[src/rtl/edge_detect_pkg.sv]
// rtl/edge_detect_pkg.sv - shared state/mode encodings and filter counter sizing
package edge_detect_pkg;

  typedef enum logic [1:0] {
    ZERO = 2'b00,
    RISE = 2'b01,
    ONE  = 2'b10,
    FALL = 2'b11
  } state_t;

  localparam logic [1:0] MODE_OFF  = 2'b00;
  localparam logic [1:0] MODE_RISE = 2'b01;
  localparam logic [1:0] MODE_FALL = 2'b10;
  localparam logic [1:0] MODE_BOTH = 2'b11;

  // Counter must hold 0..filt_cyc; never narrower than one bit.
  function automatic int cnt_width(input int filt_cyc);
    return (filt_cyc < 1) ? 1 : $clog2(filt_cyc + 1);
  endfunction

endpackage

[src/rtl/edge_detect_multi_amisha_if.sv]
// rtl/edge_detect_multi_amisha_if.sv - level/mode/clear in, event pulses and flags out
interface edge_detect_multi_amisha_if #(
  parameter int NCH = 1
);
  logic [NCH-1:0]   level;
  logic [2*NCH-1:0] mode;
  logic [NCH-1:0]   clr;
  logic [NCH-1:0]   tick;
  logic [NCH-1:0]   rise;
  logic [NCH-1:0]   fall;
  logic [NCH-1:0]   flag;

  modport master (output level, mode, clr, input tick, rise, fall, flag);
  modport slave  (input level, mode, clr, output tick, rise, fall, flag);
endinterface

[src/rtl/edge_detect_multi_amisha_chan.sv]
// rtl/edge_detect_multi_amisha_chan.sv - one channel: optional sync (EDGE_DETECT_SYNC_EN), glitch filter, edge FSM, sticky flag
module edge_detect_chan_amisha
  import edge_detect_pkg::*;
#(
  parameter int FILT_CYC = 2
) (
  input  logic                       clk,
  input  logic                       rst_n,
  edge_detect_multi_amisha_if.slave  bus
);

  localparam int              CNT_W    = cnt_width(FILT_CYC);
  localparam logic [CNT_W-1:0] FILT_MAX = CNT_W'(FILT_CYC);

  logic             sample;
  logic             f;
  logic [CNT_W-1:0] cnt;
  state_t           state_q;
  state_t           state_d;
  logic             tick;
  logic             flag;
  logic [1:0]       mode;

  assign mode = bus.mode[1:0];

`ifdef EDGE_DETECT_SYNC_EN
  logic [1:0] sync;

  always_ff @(posedge clk or negedge rst_n) begin
    if (!rst_n) begin
      sync <= 2'b00;
    end else begin
      sync <= {sync[0], bus.level[0]};
    end
  end

  assign sample = sync[1];
`else
  assign sample = bus.level[0];
`endif

  // A new level is taken only after FILT_CYC+1 consecutive differing samples.
  always_ff @(posedge clk or negedge rst_n) begin
    if (!rst_n) begin
      f   <= 1'b0;
      cnt <= '0;
    end else if (sample == f) begin
      cnt <= '0;
    end else if (cnt == FILT_MAX) begin
      f   <= sample;
      cnt <= '0;
    end else begin
      cnt <= cnt + CNT_W'(1);
    end
  end

  always_ff @(posedge clk or negedge rst_n) begin
    if (!rst_n) begin
      state_q <= ZERO;
    end else begin
      state_q <= state_d;
    end
  end

  always_comb begin
    state_d = ZERO;
    case (state_q)
      ZERO:    state_d = f ? RISE : ZERO;
      RISE:    state_d = f ? ONE  : FALL;
      ONE:     state_d = f ? ONE  : FALL;
      FALL:    state_d = f ? RISE : ZERO;
      default: state_d = ZERO;
    endcase
  end

  assign bus.rise = (state_q == RISE);
  assign bus.fall = (state_q == FALL);

  assign tick = (bus.rise[0] && (mode == MODE_RISE || mode == MODE_BOTH)) ||
                (bus.fall[0] && (mode == MODE_FALL || mode == MODE_BOTH));
  assign bus.tick = tick;

  // Set has priority over clear so an event coinciding with a clear is kept.
  always_ff @(posedge clk or negedge rst_n) begin
    if (!rst_n) begin
      flag <= 1'b0;
    end else begin
      flag <= tick | (flag & ~bus.clr[0]);
    end
  end

  assign bus.flag = flag;

endmodule

[src/rtl/edge_detect_multi_amisha.sv]
// rtl/edge_detect_multi_amisha.sv - NCH independent edge-detect channels; EDGE_DETECT_SYNC_EN adds input synchronisers
module edge_detect_multi_amisha
  import edge_detect_pkg::*;
#(
  parameter int NCH      = 4,
  parameter int FILT_CYC = 2
) (
  input  logic             clk_amisha,
  input  logic             reset_n_amisha,
  input  logic [NCH-1:0]   level_amisha,
  input  logic [2*NCH-1:0] mode_amisha,
  input  logic [NCH-1:0]   clr_amisha,
  output logic [NCH-1:0]   tick_amisha,
  output logic [NCH-1:0]   rise_amisha,
  output logic [NCH-1:0]   fall_amisha,
  output logic [NCH-1:0]   flag_amisha
);

  for (genvar i = 0; i < NCH; i++) begin : g_ch
    edge_detect_multi_amisha_if #(.NCH(1)) ch_bus ();

    assign ch_bus.level = level_amisha[i];
    assign ch_bus.mode  = mode_amisha[2*i +: 2];
    assign ch_bus.clr   = clr_amisha[i];

    edge_detect_chan_amisha #(
      .FILT_CYC(FILT_CYC)
    ) u_chan (
      .clk   (clk_amisha),
      .rst_n (reset_n_amisha),
      .bus   (ch_bus.slave)
    );

    assign tick_amisha[i] = ch_bus.tick[0];
    assign rise_amisha[i] = ch_bus.rise[0];
    assign fall_amisha[i] = ch_bus.fall[0];
    assign flag_amisha[i] = ch_bus.flag[0];
  end

endmodule

[config.mk]
export PLATFORM = sky130hd
export DESIGN_NAME = edge_detect_multi_amisha
export DESIGN_NICKNAME = d
export VERILOG_FILES = /design/src/rtl/edge_detect_pkg.sv /design/src/rtl/edge_detect_multi_amisha_if.sv /design/src/rtl/edge_detect_multi_amisha_chan.sv /design/src/rtl/edge_detect_multi_amisha.sv
export SDC_FILE = /design/constraint.sdc
export NUM_CORES = 1
export LEC_CHECK = 0
export CORE_ASPECT_RATIO = 1.4
export CORE_MARGIN = 2
export CORE_UTILIZATION = 45
export DETAILED_ROUTE_END_ITERATION = 6
export GPL_TIMING_DRIVEN = 0
export PLACE_DENSITY = 0.87
export SYNTH_ARGS = -nofsm -noshare
export SYNTH_HDL_FRONTEND = slang
export SYNTH_HIERARCHICAL = 1
export SYNTH_SLANG_ARGS = --single-unit
[constraint.sdc]
create_clock -name clk_amisha -period 1.4 [get_ports clk_amisha]
set_input_delay 0.28 -clock clk_amisha [delete_from_list [all_inputs] [get_ports clk_amisha]]
set_output_delay 0.28 -clock clk_amisha [all_outputs]
set_load 0.05 [all_outputs]
**Word-level counts from Yosys, hierarchy flattened**

Index checks and enable logic that the tools add are counted.

- Output and inout bits: 16
- Word-level logic and storage cells: 124
- Register bits: 24

- Equal/unequal tests: 32
- $add $sub $neg: 4
- Reductions and logical operators: 36
- Bitwise logic cells: 16
- Multiplexer cells: 20

Operators by type and width:

| operator | count |
|---|---|
| equality test 2 bit, second input constant | 20 |
| equality test 2 x 1 -> 1 bit, second input constant | 8 |
| 2-to-1 mux 2 bit | 8 |
| case mux 2 bit (2 select lines) | 4 |
| OR reduction 2 bit | 8 |
| logical OR 1 bit | 12 |
| adder 2 x 1 -> 2 bit, second input constant | 4 |
| logical AND 1 bit | 8 |
| zero test 2 bit | 4 |
| 2-to-1 mux 1 bit | 8 |
| inverter 1 bit | 8 |
| AND reduction 2 bit | 4 |
| bitwise AND 1 bit | 4 |
| equality test 1 bit | 4 |
| bitwise OR 1 bit | 4 |

**Longest topological paths before layout**

- Depth after elaboration: 5
- Depth in mapped cells: 4
- Depth with buffers taken out: 4

**Modules after synthesis**

Netlist, hierarchy kept.

By module, submodules not included:

| module | area an instance (sq um) | instances | seq. area each (sq um) | cells each |
|---|---|---|---|---|
| edge_detect_chan_amisha | 250.2 | 4 | 150.1 | 19 |
| edge_detect_multi_amisha | 120.1 | 1 | 0.0 | 16 |

**Worst setup path before layout**

Ideal clock, no wire load.

- Path type: register to output
- Start point: reg g_ch[0].u_chan.state_q[0]
- End point: out tick_amisha[0]
- Data arrival time: 0.980 ns
- Cell stages (with the launch flop): 4
- Path buffers: 1
- Setup slack: 0.140 ns
- Path through: dfrtp_1 -> ha_1 -> a22o_1 -> buf_4

- Word-level cells in the longest chain between the ends: 3

Ends and longest elaborated chain:

| element | line | source |
|---|---|---|
| start, declared | edge_detect_multi_amisha_chan.sv:18 | `state_t state_q;` |
| start signal, assigned | edge_detect_multi_amisha_chan.sv:61 | `state_q <= state_d;` |
| equality test 2 x 1 -> 1 bit | edge_detect_multi_amisha_chan.sv:76 | `assign bus.rise = (state_q == RISE);` |
| named net g_ch[0].ch_bus.rise | edge_detect_multi_amisha_if.sv:9 | `logic [NCH-1:0] rise;` |
| logical AND 1 bit | edge_detect_multi_amisha_chan.sv:79 | `assign tick = (bus.rise[0] && (mode == MODE_RISE \|\| mode == MODE_BOTH)) \|\|` |
| logical OR 1 bit | edge_detect_multi_amisha_chan.sv:79 |  |
| end, declared | edge_detect_multi_amisha.sv:13 | `output logic [NCH-1:0] tick_amisha,` |

The timed path passes the listed nets, and every way through them passes these cells.

**Worst setup path in the final report**

- Start point: reg g_ch[0].u_chan.state_q[1]
- End point: out tick_amisha[0]

The elaborated chain is that of the path after synthesis.

==> run metrics <==
root buffer cell clkbuf_4; Worst Path Arrival 1.34 ns; global-route wire length before repair 3.37 mm; final hold violations 0; CP bufs+invs 2; top-area cell type share of the netlist area 53.6%; post-route ant nets 0; Initial Util 46.9%; min Tclk post-route 1.62 ns; IO Pins 34; gr ovfl total 0; vias in the first global route 826; Post-synth top cells 24 x dfrtp_1, 16 x buf_4, 12 x inv_1; Main synth FF type dfrtp_1; peak supply drop 1.31 mV; Synth cell types 11; CP Cell Sequence inv_2, ha_4, a22o_4, buf_8; Slew Limit Fails 0; outcome complete, but fails checks; DRT Wirelength 2.04 mm; CTS tree yes; initial antenna violation count 0; clock skew 0.00294 ns; worst setup margin -0.217 ns; Final setup viols 12; largest cells by area after synthesis dfrtp_1 54%, buf_4 11%, ha_1 8.9%, xnor2_1 6.3%, inv_1 4.0%; Place WS -0.706 ns; via count 745; Leak 0.804 nW; worst skew pair latency 0.30 ns; Crit path required time 1.12 ns; CTS buffer count 3; number of enable flip-flop cells after synthesis 0; critical path's slowest cell dfrtp_1; CP startpoint kind flop; placed insts 159; Die H 63.1 µm; Rel. slew slack 31.3%; CP endpoint kind primary output; max cap viols 0; violated checks setup timing; type of the worst min-delay path reg2reg; Max FO, Critical Path 2; hpwl dp 1.51 mm; Clock Path Buffers 2; RSZ-0062 raised after global routing yes; syn nets 118; Syn Inst Count 92; FF+latch count, synth 24; family with the most delay on the worst path flip-flops; Die Area 0.00291 mm²; chip width 46.2 µm; delay of the slowest cell on the worst path 0.40 ns; routed wire length per instance 12.4 µm; initial drt markers 4; ANT cells 0; 1st-pass router iterations 4; Rows 21; proportion of layout cells with a drive suffix above 1 37.4%; syn avg cell area 12.2 µm²; pin count of the biggest net entering global routing 25; CTS H-Tree Depth 1; gr usage total 16.0%; Filler Cell Count 161; non-filler instance count after layout 165; type of the worst setup path reg2out; I/O Buffers 33; # clock sinks 24; Reg clk slew, reported paths 0.12 ns; Seq/Total Area, Yosys 53.6%; fin nets 158; Syn. warnings 6; vias per std cell 4.52; Power Dens Cells 2800 mW/mm²; Core Area 0.00239 mm²; Area Growth Syn to Fin 49.1%; largest area contributor in the netlist dfrtp_1; Final GP Congestion 0.658; count leader, synth dfrtp_1; Syn Std Cell Area 0.00112 mm²; DRC 0; Period Utilization, post-route 116%; FFs w/ async S/R, synth 100%; FMAX 618 MHz; actual slew at the worst max-slew pin 1.03 ns
[registers in the layout, summed over array words and instances, names as in the netlist]
name	cells
g_ch.u_chan/cnt	8
g_ch.u_chan/bus.flag	4
g_ch.u_chan/f	4
g_ch.u_chan/state_q	8
[metrics by stage]
step	instance area, µm²	hold slack, ns	total power, mW	util [%]	setup TNS (ns)
2_1_floorplan	1120	-0.0156	3.15	-	0
3_3_place_gp	1490	0.423	3.69	62.5	-7.27
3_5_place_dp	1490	0.430	3.84	62.5	-9.47
4_1_cts	1610	0.447	4.50	67.5	-1.49
5_1_grt	1670	0.465	4.97	69.9	-2.19
6_report	1670	0.443	4.68	69.9	-1.48
[final timing paths]
| kind | startpoint | endpoint | slack, ns | depth (start not counted) |
|---|---|---|---|---|
| worst max-delay path | g_ch[0].u_chan/state_q[1]$_DFF_PN0_ | tick_amisha[0] | -0.22 | 4 |
| worst min-delay path | g_ch[2].u_chan/cnt[0]$_DFF_PN0_ | g_ch[2].u_chan/cnt[0]$_DFF_PN0_ | 0.44 | 1 |
| min in group asynchronous | reset_n_amisha | g_ch[2].u_chan/f$_DFFE_PN0P_ | 0.52 | 1 |
| max in group asynchronous | reset_n_amisha | g_ch[1].u_chan/cnt[1]$_DFF_PN0_ | 0.26 | 1 |
| worst min register to register | g_ch[2].u_chan/cnt[0]$_DFF_PN0_ | g_ch[2].u_chan/cnt[0]$_DFF_PN0_ | 0.44 | 1 |
| worst max register to register | g_ch[3].u_chan/state_q[1]$_DFF_PN0_ | g_ch[3].u_chan/bus.flag$_DFF_PN0_ | 0.07 | 6 |
[worst reg2reg max path: cells and delay by family (launching register included)]
kind                       cells  cell delay [ns]
adders and majority gates      1             0.18
DFF                            1             0.37
AOI/OAI and AO/OA              2             0.39
buffers and inverters          3             0.29
[kinds of logic after synthesis]
logic type | count (synthesis) | synth area share, %
mux | 4 | 4.02
compound gates | 8 | 5.80
fa+ha+maj | 8 | 8.93
flops | 24 | 53.6
simple gates | 12 | 6.70
xor+xnor | 8 | 6.25
buf+inv | 28 | 14.7
[cell usage in the layout, fill, tap and decap left out]
cell	count
dfrtp_1	24
clkdlybuf4s50_1	17
buf_8	12
buf_6	10
inv_1	10
buf_4	8
xnor2_1	8
ha_2	6
nor3_1	4
a21o_1	4
nor3b_1	4
nand2b_1	4
mux2_1	4
buf_2	4
clkbuf_4	3
a22o_1	3
inv_2	2
ha_4	2
clkbuf_8	1
a22o_4	1
[what timing repair did]
item	in CTS	in global routing
cloned	0	0
resized for setup	130	11
endpoints found under the setup margin	16	12
pin swaps	11	4
hold buffers	0	0
setup buffers	4	4
[metal layers]
| layer | vias to the layer above | wire [µm] | track usage (%) |
|---|---|---|---|
| met1 | 358 | 672 | 17.7 |
| met4 | 0 | 67 | 11.1 |
| met2 | 22 | 1240 | 27.3 |
| met3 | 6 | 67 | 1.15 |
| met5 | - | 0 | 0 |
| li1 | 359 | - | - |
[power by group]
part	switching, mW	leakage (nW)	internal (mW)
Combinational	1.52	0.490	1.52
Sequential	0.256	0.293	1.05
Clock	0.190	0.0210	0.159
[layout make-up]
cell class	instances	area [µm²]	share of cell area [%]
clock buffers	4	36.3	2.17
multi-input cells	40	404	24.2
flip-flops and latches	24	601	35.9
well taps	34	42.5	2.54
repair buffers	41	445	26.6
inverters	12	45.0	2.69
plain buffers	10	97.6	5.84
No activity file was read; power rests on OpenSTA's default activity.
